$ cat src/rtl/dcache_pkg.sv
// dcache shared header: geometry, address field widths and FSM state encoding.
package dcache_pkg;
   localparam int NUM_SETS    = 8;
   localparam int BLOCK_BYTES = 4;
   localparam int ADDR_W      = 8;
   localparam int DATA_W      = 8;
   localparam int OFF_W       = 2;
   localparam int IDX_W       = 3;
   localparam int TAG_W       = ADDR_W - IDX_W - OFF_W;
   localparam int BLOCK_W     = BLOCK_BYTES * DATA_W;
   localparam int MADDR_W     = TAG_W + IDX_W;

   typedef enum logic [1:0] {IDLE, WRITEBACK, FETCH, UPDATE} state_t;
endpackage

$ cat src/rtl/dcache_if.sv
// dcache bus bundle: cpu byte port plus memory block port.
interface dcache_if;
   import dcache_pkg::*;

   logic                READMEM;
   logic                WRITEMEM;
   logic [ADDR_W-1:0]   ADDRESS;
   logic [DATA_W-1:0]   WRITEDATA;
   logic [DATA_W-1:0]   READDATA;
   logic                BUSYWAIT;
   logic                MEM_READ;
   logic                MEM_WRITE;
   logic [MADDR_W-1:0]  MEM_ADDRESS;
   logic [BLOCK_W-1:0]  MEM_WRITEDATA;
   logic [BLOCK_W-1:0]  MEM_READDATA;
   logic                MEM_BUSYWAIT;

   // cpu + memory side (drives requests and memory responses)
   modport master (
      output READMEM, WRITEMEM, ADDRESS, WRITEDATA, MEM_READDATA, MEM_BUSYWAIT,
      input  READDATA, BUSYWAIT, MEM_READ, MEM_WRITE, MEM_ADDRESS, MEM_WRITEDATA
   );

   // cache side
   modport slave (
      input  READMEM, WRITEMEM, ADDRESS, WRITEDATA, MEM_READDATA, MEM_BUSYWAIT,
      output READDATA, BUSYWAIT, MEM_READ, MEM_WRITE, MEM_ADDRESS, MEM_WRITEDATA
   );
endinterface

$ cat src/rtl/dcache_array.sv
// dcache storage: valid/dirty/tag/data per set, async read, sync byte write or line fill.
module dcache_array
   import dcache_pkg::*;
(
   input  logic                CLK,
   input  logic                RESET,
   input  logic [IDX_W-1:0]    idx,
   input  logic [OFF_W-1:0]    off,
   input  logic                byte_we,
   input  logic [DATA_W-1:0]   wdata,
   input  logic                fill_we,
   input  logic [TAG_W-1:0]    fill_tag,
   input  logic [BLOCK_W-1:0]  fill_data,
   output logic                valid,
   output logic                dirty,
   output logic [TAG_W-1:0]    tag,
   output logic [BLOCK_W-1:0]  line
);
   logic [NUM_SETS-1:0]              valid_arr;
   logic [NUM_SETS-1:0]              dirty_arr;
   logic [NUM_SETS-1:0][TAG_W-1:0]   tag_arr;
   logic [NUM_SETS-1:0][BLOCK_W-1:0] data_arr;

   assign valid = valid_arr[idx];
   assign dirty = dirty_arr[idx];
   assign tag   = tag_arr[idx];
   assign line  = data_arr[idx];

   // status bits: cleared by reset, a fill makes the line clean, a store makes it dirty
   always_ff @(posedge CLK or posedge RESET) begin
      if (RESET) begin
         valid_arr <= '0;
         dirty_arr <= '0;
      end else if (fill_we) begin
         valid_arr[idx] <= 1'b1;
         dirty_arr[idx] <= 1'b0;
      end else if (byte_we) begin
         dirty_arr[idx] <= 1'b1;
      end
   end

   // tag/data payload is never cleared; valid gates its use
   always_ff @(posedge CLK) begin
      if (fill_we) begin
         tag_arr[idx]  <= fill_tag;
         data_arr[idx] <= fill_data;
      end else if (byte_we) begin
         data_arr[idx][off*DATA_W +: DATA_W] <= wdata;
      end
   end
endmodule

$ cat src/rtl/dcache.sv
// dcache top: direct-mapped write-back/write-allocate cache, miss FSM and memory port.
module dcache
   import dcache_pkg::*;
(
   input  logic     CLK,
   input  logic     RESET,
   dcache_if.slave  bus
);
   logic [TAG_W-1:0]   tag;
   logic [IDX_W-1:0]   idx;
   logic [OFF_W-1:0]   off;
   state_t             state;
   logic               hit_ack;
   logic [TAG_W-1:0]   miss_tag;
   logic [IDX_W-1:0]   miss_idx;
   logic [BLOCK_W-1:0] fill_buf;
   logic [IDX_W-1:0]   arr_idx;
   logic               req, hit, byte_we, fill_we;
   logic               v_valid, v_dirty;
   logic [TAG_W-1:0]   v_tag;
   logic [BLOCK_W-1:0] v_line;

   assign {tag, idx, off} = bus.ADDRESS;
   assign req      = bus.READMEM | bus.WRITEMEM;
   // during a miss the set is pinned so a dropped request cannot redirect the fill
   assign arr_idx  = (state == IDLE) ? idx : miss_idx;
   assign hit      = v_valid && (v_tag == tag);
   assign byte_we  = (state == IDLE) && !hit_ack && bus.WRITEMEM && hit;
   assign fill_we  = (state == UPDATE);
   assign bus.BUSYWAIT = req & ~hit_ack;
   assign bus.READDATA = v_line[off*DATA_W +: DATA_W];

   dcache_array u_array (
      .CLK       (CLK),
      .RESET     (RESET),
      .idx       (arr_idx),
      .off       (off),
      .byte_we   (byte_we),
      .wdata     (bus.WRITEDATA),
      .fill_we   (fill_we),
      .fill_tag  (miss_tag),
      .fill_data (fill_buf),
      .valid     (v_valid),
      .dirty     (v_dirty),
      .tag       (v_tag),
      .line      (v_line)
   );

   // miss FSM with registered memory strobes; hit_ack is a one-cycle pulse
   always_ff @(posedge CLK or posedge RESET) begin
      if (RESET) begin
         state             <= IDLE;
         hit_ack           <= 1'b0;
         miss_tag          <= '0;
         miss_idx          <= '0;
         fill_buf          <= '0;
         bus.MEM_READ      <= 1'b0;
         bus.MEM_WRITE     <= 1'b0;
         bus.MEM_ADDRESS   <= '0;
         bus.MEM_WRITEDATA <= '0;
      end else begin
         hit_ack <= 1'b0;
         case (state)
            IDLE: if (req && !hit_ack) begin
               if (hit) begin
                  hit_ack <= 1'b1;
               end else begin
                  miss_tag <= tag;
                  miss_idx <= idx;
                  if (v_dirty) begin
                     state             <= WRITEBACK;
                     bus.MEM_WRITE     <= 1'b1;
                     bus.MEM_ADDRESS   <= {v_tag, idx};
                     bus.MEM_WRITEDATA <= v_line;
                  end else begin
                     state           <= FETCH;
                     bus.MEM_READ    <= 1'b1;
                     bus.MEM_ADDRESS <= {tag, idx};
                  end
               end
            end
            WRITEBACK: if (!bus.MEM_BUSYWAIT) begin
               state           <= FETCH;
               bus.MEM_WRITE   <= 1'b0;
               bus.MEM_READ    <= 1'b1;
               bus.MEM_ADDRESS <= {miss_tag, miss_idx};
            end
            FETCH: if (!bus.MEM_BUSYWAIT) begin
               state        <= UPDATE;
               bus.MEM_READ <= 1'b0;
               fill_buf     <= bus.MEM_READDATA;
            end
            UPDATE: state <= IDLE;
            default: state <= IDLE;
         endcase
      end
   end
endmodule

$ cat src/flat_wrapper.sv
// flat-port wrapper written by rule: the top's interface ports become plain ports
module dcache_flat import dcache_pkg::*;
  (CLK, RESET, bus_READMEM, bus_WRITEMEM, bus_ADDRESS, bus_WRITEDATA, bus_MEM_READDATA, bus_MEM_BUSYWAIT, bus_READDATA, bus_BUSYWAIT, bus_MEM_READ, bus_MEM_WRITE, bus_MEM_ADDRESS, bus_MEM_WRITEDATA);
  dcache_if bus_i ();
  input  logic CLK;
  input  logic RESET;
  input wire logic [$bits(bus_i.READMEM)-1:0] bus_READMEM;
  input wire logic [$bits(bus_i.WRITEMEM)-1:0] bus_WRITEMEM;
  input wire logic [$bits(bus_i.ADDRESS)-1:0] bus_ADDRESS;
  input wire logic [$bits(bus_i.WRITEDATA)-1:0] bus_WRITEDATA;
  input wire logic [$bits(bus_i.MEM_READDATA)-1:0] bus_MEM_READDATA;
  input wire logic [$bits(bus_i.MEM_BUSYWAIT)-1:0] bus_MEM_BUSYWAIT;
  output wire logic [$bits(bus_i.READDATA)-1:0] bus_READDATA;
  output wire logic [$bits(bus_i.BUSYWAIT)-1:0] bus_BUSYWAIT;
  output wire logic [$bits(bus_i.MEM_READ)-1:0] bus_MEM_READ;
  output wire logic [$bits(bus_i.MEM_WRITE)-1:0] bus_MEM_WRITE;
  output wire logic [$bits(bus_i.MEM_ADDRESS)-1:0] bus_MEM_ADDRESS;
  output wire logic [$bits(bus_i.MEM_WRITEDATA)-1:0] bus_MEM_WRITEDATA;
  assign bus_i.READMEM = bus_READMEM;
  assign bus_i.WRITEMEM = bus_WRITEMEM;
  assign bus_i.ADDRESS = bus_ADDRESS;
  assign bus_i.WRITEDATA = bus_WRITEDATA;
  assign bus_i.MEM_READDATA = bus_MEM_READDATA;
  assign bus_i.MEM_BUSYWAIT = bus_MEM_BUSYWAIT;
  assign bus_READDATA = bus_i.READDATA;
  assign bus_BUSYWAIT = bus_i.BUSYWAIT;
  assign bus_MEM_READ = bus_i.MEM_READ;
  assign bus_MEM_WRITE = bus_i.MEM_WRITE;
  assign bus_MEM_ADDRESS = bus_i.MEM_ADDRESS;
  assign bus_MEM_WRITEDATA = bus_i.MEM_WRITEDATA;
  dcache u_core (.CLK(CLK), .RESET(RESET), .bus(bus_i));
endmodule
$ cat config.mk
export PLATFORM = sky130hd
export DESIGN_NAME = dcache_flat
export DESIGN_NICKNAME = d
export VERILOG_FILES = /design/src/rtl/dcache_pkg.sv /design/src/rtl/dcache_if.sv /design/src/rtl/dcache_array.sv /design/src/rtl/dcache.sv /design/src/flat_wrapper.sv
export SDC_FILE = /design/constraint.sdc
export NUM_CORES = 1
export LEC_CHECK = 0
export BUFFER_PORTS_ARGS = -buffer_cell sky130_fd_sc_hd__buf_2
export CAP_MARGIN = 20
export CORE_ASPECT_RATIO = 0.75
export CORE_UTILIZATION = 56
export DETAILED_ROUTE_END_ITERATION = 10
export PLACE_DENSITY = 0.74
export RECOVER_POWER = 100
export SETUP_SLACK_MARGIN = 0.1
export SLEW_MARGIN = 20
export SYNTH_ARGS = -nofsm -noshare
export SYNTH_HDL_FRONTEND = slang
export SYNTH_SLANG_ARGS = --single-unit
export TNS_END_PERCENT = 100
$ cat constraint.sdc
create_clock -name CLK -period 10.9 [get_ports CLK]
set_input_delay 1.09 -clock CLK [delete_from_list [all_inputs] [get_ports CLK]]
set_output_delay 1.09 -clock CLK [all_outputs]
set_load 0.05 [all_outputs]
Yosys cells after proc, flatten, opt, wreduce, memory -nomap -nowiden
Index checks and enable logic that the tools add are counted.
Widths: inputs -> output; s select.
{"block": "word_totals", "mem_bits_rw": 0, "output_inout_bits": 49, "wordCells": 118, "latchBits": 0, "in_bits": 53, "regBits": 377, "n_memories": 0, "mem_bits_ro": 0}
{"block": "op_classes", "muxes": 48, "multipliers": 0, "n_div": 0, "bitwise": 9, "reduce_logical": 18, "n_addsub": 1, "magnitude_cmp": 2, "n_shift": 3, "eq_ne": 10}
{"op": "$bwmux 256", "n": 2}
{"op": "$mux 256", "n": 2}
{"op": "$demux 32 s3", "n": 2}
{"op": "$bmux 32 s3", "n": 1}
{"op": "$mux 32", "n": 3}
{"op": "$neg 5->34", "n": 1}
{"op": "$shift 8x34->32 const A", "n": 1}
{"op": "$shiftx 8x34->32", "n": 1}
{"op": "$shiftx 32x6->8", "n": 1}
{"op": "$bwmux 24", "n": 1}
{"op": "$mux 6", "n": 4}
{"op": "$mux 8", "n": 2}
{"op": "$or 8x8->8", "n": 2}
{"op": "$mux 1", "n": 14}
{"op": "$ne 2x2->1 const B", "n": 6}
{"op": "$pmux 6 s2", "n": 1}
{"op": "$reduce_and 4->1", "n": 3}
{"op": "$mux 2", "n": 5}
{"op": "$bmux 3 s3", "n": 1}
{"op": "$demux 3 s3", "n": 1}
{"op": "$mux 3", "n": 3}
{"op": "$and 8x8->8", "n": 1}
{"op": "$not 8->8", "n": 1}
{"op": "$pmux 2 s4", "n": 1}
{"op": "21 further kinds", "n": 31}

Depth between registers and ports, before layout
Gate-level depths: netlist of the first run.
{"block": "logic_depth", "word_depth": 9, "depth_mapped": 14, "depth_no_buf": 10}

Cells and area by module
A second synthesis of the first run with hierarchy kept.
{"block": "hier_totals", "cells_unflattened": 1292, "area_unflattened_um2": 18440.2}
{"mod": "dcache_array", "area_each_um2": 14841.7, "cells_per_inst": 1053, "seq_area_each_um2": 8808.4, "n_inst": 1}
{"mod": "dcache", "area_each_um2": 3598.5, "cells_per_inst": 239, "seq_area_each_um2": 2026.9, "n_inst": 1}

Least setup slack after synthesis of the first run
No wires, ideal clock.
{"block": "synth_path", "kind": "in2out", "start": "input bus_ADDRESS[3]", "end": "output bus_READDATA[0]", "path_buffers": 4, "path_slack_ps": 6242, "stages": 11, "arrival_ps": 3568, "required_ps": 9810, "cell_sequence": "buf_6 > or3b_1 > clkbuf_1 > and2_1 > nor2_1 > buf_2 > buf_1 > a22oi_1 > and3_2 > mux4_2 > inv_1"}
{"block": "synth_via", "elab_chain_len": 4}
{"element": "start, declared", "line": "flat_wrapper.sv:9", "rtl": "input wire logic [$bits(bus_i.ADDRESS)-1:0] bus_ADDRESS;"}
{"element": "$mux 3", "line": "dcache.sv:26", "rtl": "assign arr_idx = (state == IDLE) ? idx : miss_idx;"}
{"element": "$bmux 32 s3", "line": "dcache_array.sv:27", "rtl": "assign line = data_arr[idx];"}
{"element": "$mux 32 (implied by the code)", "line": "dcache_array.sv:27"}
{"element": "$shiftx 32x6->8", "line": "dcache.sv:31", "rtl": "assign bus.READDATA = v_line[off*DATA_W +: DATA_W];"}
{"element": "end, declared", "line": "flat_wrapper.sv:13", "rtl": "output wire logic [$bits(bus_i.READDATA)-1:0] bus_READDATA;"}
No other way between the ends. The select of a mux whose other input is x is not followed.

Worst setup path after layout of the first run
{"block": "layout_path", "start": "register u_core.state[0]", "end": "output bus_READDATA[2]"}
{"block": "layout_via", "elab_chain_len": 5}
{"element": "start, declared", "line": "dcache.sv:12", "rtl": "state_t state;"}
{"element": "start signal, assigned", "line": "dcache.sv:52", "rtl": "state <= IDLE;"}
{"element": "start signal, assigned", "line": "dcache.sv:71", "rtl": "state <= WRITEBACK;"}
{"element": "start signal, assigned", "line": "dcache.sv:76", "rtl": "state <= FETCH;"}
{"element": "$logic_not 2->1", "line": "dcache.sv:26"}
{"element": "$mux 3", "line": "dcache.sv:26"}
{"element": "$bmux 32 s3", "line": "dcache_array.sv:27"}
{"element": "$mux 32 (implied by the code)", "line": "dcache_array.sv:27"}
{"element": "$shiftx 32x6->8", "line": "dcache.sv:31"}
No other way between the ends. The select of a mux whose other input is x is not followed.

==> impl_results.md, run 1 <==
- Highest cell delay on the worst timing path: 1280 ps
- Num rows: 53
- Placed cell area: 0.0172 mm²
- CTS Buf Count: 37
- Pwr Density: 281 mW/mm²
- Final setup margin: 3420 ps
- Diodes inserted: 0
- Max FO, Critical Path: 30
- First-pass GRT wire length: 67.2 mm
- Hold Crit Endpoint: u_core.u_array.valid_arr[4]
- Leakage: 6.53 nW
- Startpoint Class: register
- Fillcell total: 2,200
- Ordered cell list for the critical path: inv_1, ha_1, mux2i_2, clkbuf_1, nor2_1, clkbuf_1, a221o_1, a221oi_1, mux4_2, inv_1, clkbuf_1
- Initial DRC Count: 1,626
- Final period util: 68.7%
- CTS sink count: 377
- Hold Crit Start: u_core.u_array.valid_arr[4]
- Post-synthesis cell count: 1,273
- IO Pins: 102
- Max Cap Violations: 11
- Hold Path Class: register to register
- Hold-fix buffers, CTS: 0
- Antenna Nets Post-Route: 0
- Worst skew pair latency: 530 ps
- WL/cell: 25.6 µm
- Finished Core Util: 63.8%
- CP bufs+invs: 5
- CTS max path bufs: 3
- Core box area: 0.0284 mm²
- Initial Util: 57.8%
- Multi-input logic area: 0.00500 mm²
- Die width: 200 µm
- GP Congestion: 0.888
- Number of synthesized flops with an enable pin: 280
- Post-synth ARST share: 25.7%
- Post-Layout Inst Area: 0.0182 mm²
- Outcome: finished, violations left
- Via count: 11,400
- Initial antenna violation count: 1
- CTS resizes: 0
- Reg clk slew, reported paths: 60 ps
- Synthesis Warnings: 0
- Fin crit period: 7480 ps
- Number of port buffers: 101
- Slew headroom: -82.1%
- Reg-to-reg slack, setup: 3820 ps
- Layout cells sized above 1: 16.5%
- Critical path arrival: 6390 ps
- Fin cells: 1,769
- Top FF cell, synth: edfxtp_1
- Global Route Usage Sum: 30.9%
- Hold_ws: 470 ps
- RR Endpoint: u_core.bus.MEM_WRITEDATA[23]
- Crit Path Class: register to output pin
- Number of H-tree levels: 2
- VDD IR max: 0.000158 V
- Netlist cell types: 62
- Setup Buffers After CTS: 0
- Top delay family on crit path: buffers and inverters
- Slowest cell on the critical path: clkbuf_1
- Reg2Reg Depth: 11
- Place WS: 5570 ps
- RSZ-0062 raised after global routing: no
- Seq cells post-synth: 377
- Overall routed net length: 45.2 mm
- CTS root buf: clkbuf_16
- Die Ht: 150 µm
- Critical path's most frequent cell: clkbuf_1
- Via density: 6.44
- WHS Path Cells: 1
- CTS tree: built
- Die Outline Area: 0.0301 mm²
- Drc violations: 0
- Syn nets: 1,335
- Final Skew: 12.8 ps
- Seq. cell area: 0.0108 mm²
- Failing checks: max-capacitance violations, max-slew violations
- Worst slew pin tran: 2730 ps
- Fraction of the yosys area taken by sequential cells: 65.9%
- R2r startpoint: u_core.state[0]
- Slew Limit Fails: 420
- Detailed Place HPWL: 30.5 mm
- Pwr Total: 5.09 mW
- Fin nets: 1,419
- Pin count of the biggest net entering global routing: 65
- WP data required: 9810 ps
- Endpoints failing setup: 0
- Crit end category: output pin
- Setup TNS: 0 ps
- Area added between synthesis and finish: 10.5%
- Total gr overflow: 0
- Syn_area_per_cell: 12.9 µm²
- F_max: 134 MHz
- Cell Area, Synth: 0.0164 mm²
- Final hold violation count: 0
- Number of global-route vias before repair: 10,600
- DRT Pass-1 Iters: 7
- Dpl cells: 1,696
## power by group
group | leakage, nW | internal, mW | switching, mW | total [mW]
clock | 0.558 | 0.679 | 0.535 | 1.21
sequential | 4.16 | 1.79 | 0.142 | 1.94
combinational | 1.82 | 0.514 | 1.43 | 1.94
## worst reg2reg max path, delay by kind of cell, from the launching register on
kind,cells,cell delay [ps]
flops,1,410
buf+inv,3,2090
compound gates,5,2160
mux,1,1010
simple gates,1,340
fa+ha+maj,1,910
## cells in the mapped netlist (all sizes together) (10+ instances only)
cell | number | area, µm²
nor2 | 348 | 1380
buf | 23 | 195
edfxtp | 280 | 8410
and4 | 23 | 201
nand2 | 23 | 93.8
o22ai | 15 | 93.8
a21oi | 54 | 375
mux4 | 12 | 285
a22oi | 131 | 983
mux2 | 43 | 488
o21ai | 10 | 50.0
a221oi | 10 | 93.8
mux2i | 16 | 171
inv | 20 | 75.1
and3 | 14 | 90.1
clkbuf | 67 | 272
dfrtp | 97 | 2430
## worst max path at each step
stage / endpoint / start / slack (ps) / depth (start not counted)
floorplan: bus_READDATA[0] / bus_ADDRESS[3] / 6240 / 11
global placement: u_core.u_array.data_arr[9] / u_core.state[0] / 5680 / 11
detailed placement: bus_READDATA[2] / u_core.state[0] / 5570 / 11
CTS: bus_READDATA[2] / u_core.state[0] / 5020 / 11
global route: bus_READDATA[2] / u_core.state[0] / 3230 / 11
finish: bus_READDATA[2] / u_core.state[0] / 3420 / 11
## cell families (layout without fill, tap and decap cells)
kind of cell,count (synthesis),count (layout),share of synthesized area [%]
and+or+nand+nor,440,440,12.0
adders and majority gates,9,9,0.685
AOI/OAI and AO/OA,263,263,12.2
xor gates and xnor gates,3,3,0.160
DFF,377,377,65.9
buffers and inverters,110,221,3.30
muxes,71,71,5.75
## metal layers
metal  vias to the layer above  global-route usage [%]  share of wire [%]
li1                       4922                       -                  -
met1                      5534                    46.6                 42
met2                       872                    41.8                 41
met3                        72                    12.3                 16
met4                         0                    6.95                1.9
met5                         -                       0                  0
## layout make-up
class	count	area share (%)
sequential	377	59.7
multi-input combinational	786	27.5
clock buffer	47	5.54
timing repair buffer	135	3.53
tap	385	2.65
clock inverter	19	0.675
inverter	20	0.420
## cell usage in the layout, fill, tap and decap left out, types with 10 or more instances in the layout
cell	n
nor2_1	340
edfxtp_1	280
a22oi_1	131
dfrtp_1	97
clkbuf_1	70
buf_2	56
mux2_2	41
clkbuf_16	39
a21oi_2	28
a21oi_1	26
nand2_1	23
and4_1	23
inv_1	19
o22ai_1	15
buf_4	15
mux2i_1	13
and3_1	12
o21ai_0	10
a221oi_1	10
## flip-flops by register name, indices dropped and copies added, names as in the netlist, named ones only
signal,flops
u_core.u_array.data_arr,256
u_core.bus.MEM_WRITEDATA,32
u_core.fill_buf,32
u_core.u_array.tag_arr,24
u_core.u_array.valid_arr,8
u_core.bus.MEM_ADDRESS,6
u_core.miss_idx,3
u_core.miss_tag,3
u_core.state,2
u_core.bus.MEM_READ,1
u_core.bus.MEM_WRITE,1
u_core.hit_ack,1
Note: power is estimated with default switching activity, not from simulation.
==> run 2, diff against run 1 <==
clock period = 7.6 ns   (was 10.9 ns; I/O delays follow)
==> run 2 against run 1 <==
Effect of this change:
- the flow still finishes with violations (max-capacitance violations, max-slew violations)
- clock skew is 13 ps higher
- setup slack worse by 2000 ps
- cell count is 0.34% higher
- critical path type unchanged
- largest power group is now combinational cells
==> impl_results.md, run 2 (synthesis gave the netlist of run 1 again) <==
- Crit Path Class: register to output pin
- Final Skew: 25.8 ps (+13.0 ps)
- Total gr overflow: 0 (unchanged)
- CTS sink count: 377 (unchanged)
- Dpl cells: 1,704 (+0.47%)
- Worst skew pair latency: 530 ps (about the same)
- Post-Layout Inst Area: 0.0184 mm² (+1.4%)
- Final hold violation count: 0 (unchanged)
- Via density: 6.45 (+0.13%)
- Fin crit period: 6150 ps
- Global-route track usage on met3: 10.7% (-1.6 points)
- VDD IR max: 0.000259 V (+64%)
- Global Route Usage Sum: 30.7% (-0.24 points)
- Final setup margin: 1450 ps (-1970 ps)
- Met1 track demand over resource: 45.9% (-0.73 points)
- WL/cell: 25.3 µm (-0.88%)
- Outcome: finished, violations left
- Antenna Nets Post-Route: 0 (unchanged)
- Pwr Total: 7.56 mW (+48%)
- CTS tree: built
- Placed cell area: 0.0173 mm² (+0.36%)
- Final period util: 81.0%
- Largest registers: u_core.u_array.data_arr: 256 flops, u_core.bus.MEM_WRITEDATA: 32 flops, u_core.fill_buf: 32 flops
- Slew Limit Fails: 179 (-57%)
- CTS root buf: clkbuf_16
- WP data required: 6840 ps (-2970 ps)
- Crit end category: output pin
- Finished Core Util: 64.7% (+0.88 points)
- Hold_ws: 457 ps (-13.6 ps)
- Highest cell delay on the worst timing path: 970 ps (-310 ps)
- Critical path arrival: 5390 ps (-1000 ps)
- CTS max path bufs: 3 (unchanged)
- CP bufs+invs: 5 (unchanged)
- Max FO, Critical Path: 30 (unchanged)
- Area added between synthesis and finish: 12.0%
- Hold Path Class: primary input to register
- Most frequent cells in the layout: nor2_1, edfxtp_1, a22oi_1
- First-pass GRT wire length: 66.4 mm (-1.1%)
- RSZ-0062 raised after global routing: no
- Initial DRC Count: 1,714 (+5.4%)
- Slowest cell on the critical path: clkbuf_1
- Leakage: 6.65 nW (+1.9%)
- IO Pins: 102 (unchanged)
- Endpoints failing setup: 0 (unchanged)
- Initial Util: 57.8% (unchanged)
- Num rows: 53 (unchanged)
- Slew headroom: -96.3% (-14 points)
- Die width: 200 µm (unchanged)
- Die Outline Area: 0.0301 mm² (unchanged)
- Reg clk slew, reported paths: 60 ps (about the same)
- Failing checks: max-capacitance violations, max-slew violations
- Number of global-route vias before repair: 10,700 (+0.82%)
- F_max: 163 MHz
- Hold-fix buffers, CTS: 0 (unchanged)
- Top delay family on crit path: buffers and inverters
- Ordered cell list for the critical path: inv_1, ha_1, clkbuf_1, mux2_1, nor2_1, buf_4, a22oi_1, and4_1, mux4_2, inv_1, clkbuf_1
- Reg with most FFs: u_core.u_array.data_arr
- Startpoint Class: register
- Drc violations: 0 (unchanged)
- Detailed Place HPWL: 30.8 mm (+1.0%)
- Max Cap Violations: 4 (-7)
- Place WS: 2370 ps (-3200 ps)
- Overall routed net length: 45.0 mm (-0.54%)
- CTS Buf Count: 37 (unchanged)
- Diodes inserted: 0 (unchanged)
- Number of H-tree levels: 2 (unchanged)
- Core box area: 0.0284 mm² (unchanged)
- Die Ht: 150 µm (unchanged)
- DRT Pass-1 Iters: 8 (+1)
- Initial antenna violation count: 1 (unchanged)
- Setup TNS: 0 ps (unchanged)
- Fin nets: 1,423 (+0.28%)
- Worst slew pin tran: 2940 ps (+213 ps)
- CTS resizes: 0 (unchanged)
- Via count: 11,500 (+0.47%)
- Commonest non-fill, non-tap cell in the layout: nor2_1
- Met2 Track Usage GR: 42.6% (+0.73 points)
- Number of port buffers: 101 (unchanged)
- Layout cells sized above 1: 17.6% (+1.2 points)
- GRT busiest layer: met1
- Setup Buffers After CTS: 0 (unchanged)
- Max FFs per register: 256 (unchanged)
- Pin count of the biggest net entering global routing: 65 (unchanged)
- Pwr Density: 411 mW/mm² (+46%)
- Fillcell total: 2,208 (+0.36%)
- Fin cells: 1,775 (+0.34%)
- GP Congestion: 0.911 (+2.6%)
-- run 2: changes by cell type in the layout (fill, tap and decap cells not counted), moves of 2 or more --
cell | before | now
clkbuf_1 | 70 | 63
buf_2 | 56 | 59
bufinv_16 | 1 | 7
clkinv_1 | 6 | 2
clkbuf_8 | 0 | 2
clkbuf_4 | 2 | 0
buf_4 | 15 | 23
-- run 2: worst paths after layout --
path | start | slack, ps | depth (start not counted) | endpoint
setup / recovery | u_core.state[0] | 1450 | 11 | bus_READDATA[1]
hold / removal | bus_MEM_READDATA[15] | 460 | 2 | u_core.fill_buf[15]
setup reg to reg | u_core.state[0] | 1470 | 11 | u_core.u_array.data_arr[164]
hold reg to reg | u_core.u_array.valid_arr[5] | 460 | 1 | u_core.u_array.valid_arr[5]
max in group asynchronous | RESET | 3350 | 3 | u_core.bus.MEM_WRITEDATA[29]
min in group asynchronous | RESET | 760 | 2 | u_core.bus.MEM_ADDRESS[5]
-- run 2: layout make-up --
class,instances,area [µm²],area share [%]
Clock buffer,47,1030,5.57
Multi-Input combinational cell,786,5020,27.3
Sequential cell,377,10800,58.9
Timing Repair Buffer,139,682,3.70
Tap cell,385,482,2.62
Clock inverter,21,290,1.58
Inverter,20,76.3,0.415
-- run 2: power breakdown --
group	total [mW]	internal [mW]	switching (mW)
clock	1.99	1.20	0.787
sequential	2.78	2.57	0.203
combinational	2.80	0.751	2.04
-- run 2: per-layer routing --
metal | up-vias | wire length (µm)
met1 | 5610 | 18200
met4 | 0 | 1120
li1 | 4913 | -
met3 | 95 | 6870
met2 | 836 | 18800
met5 | - | 0
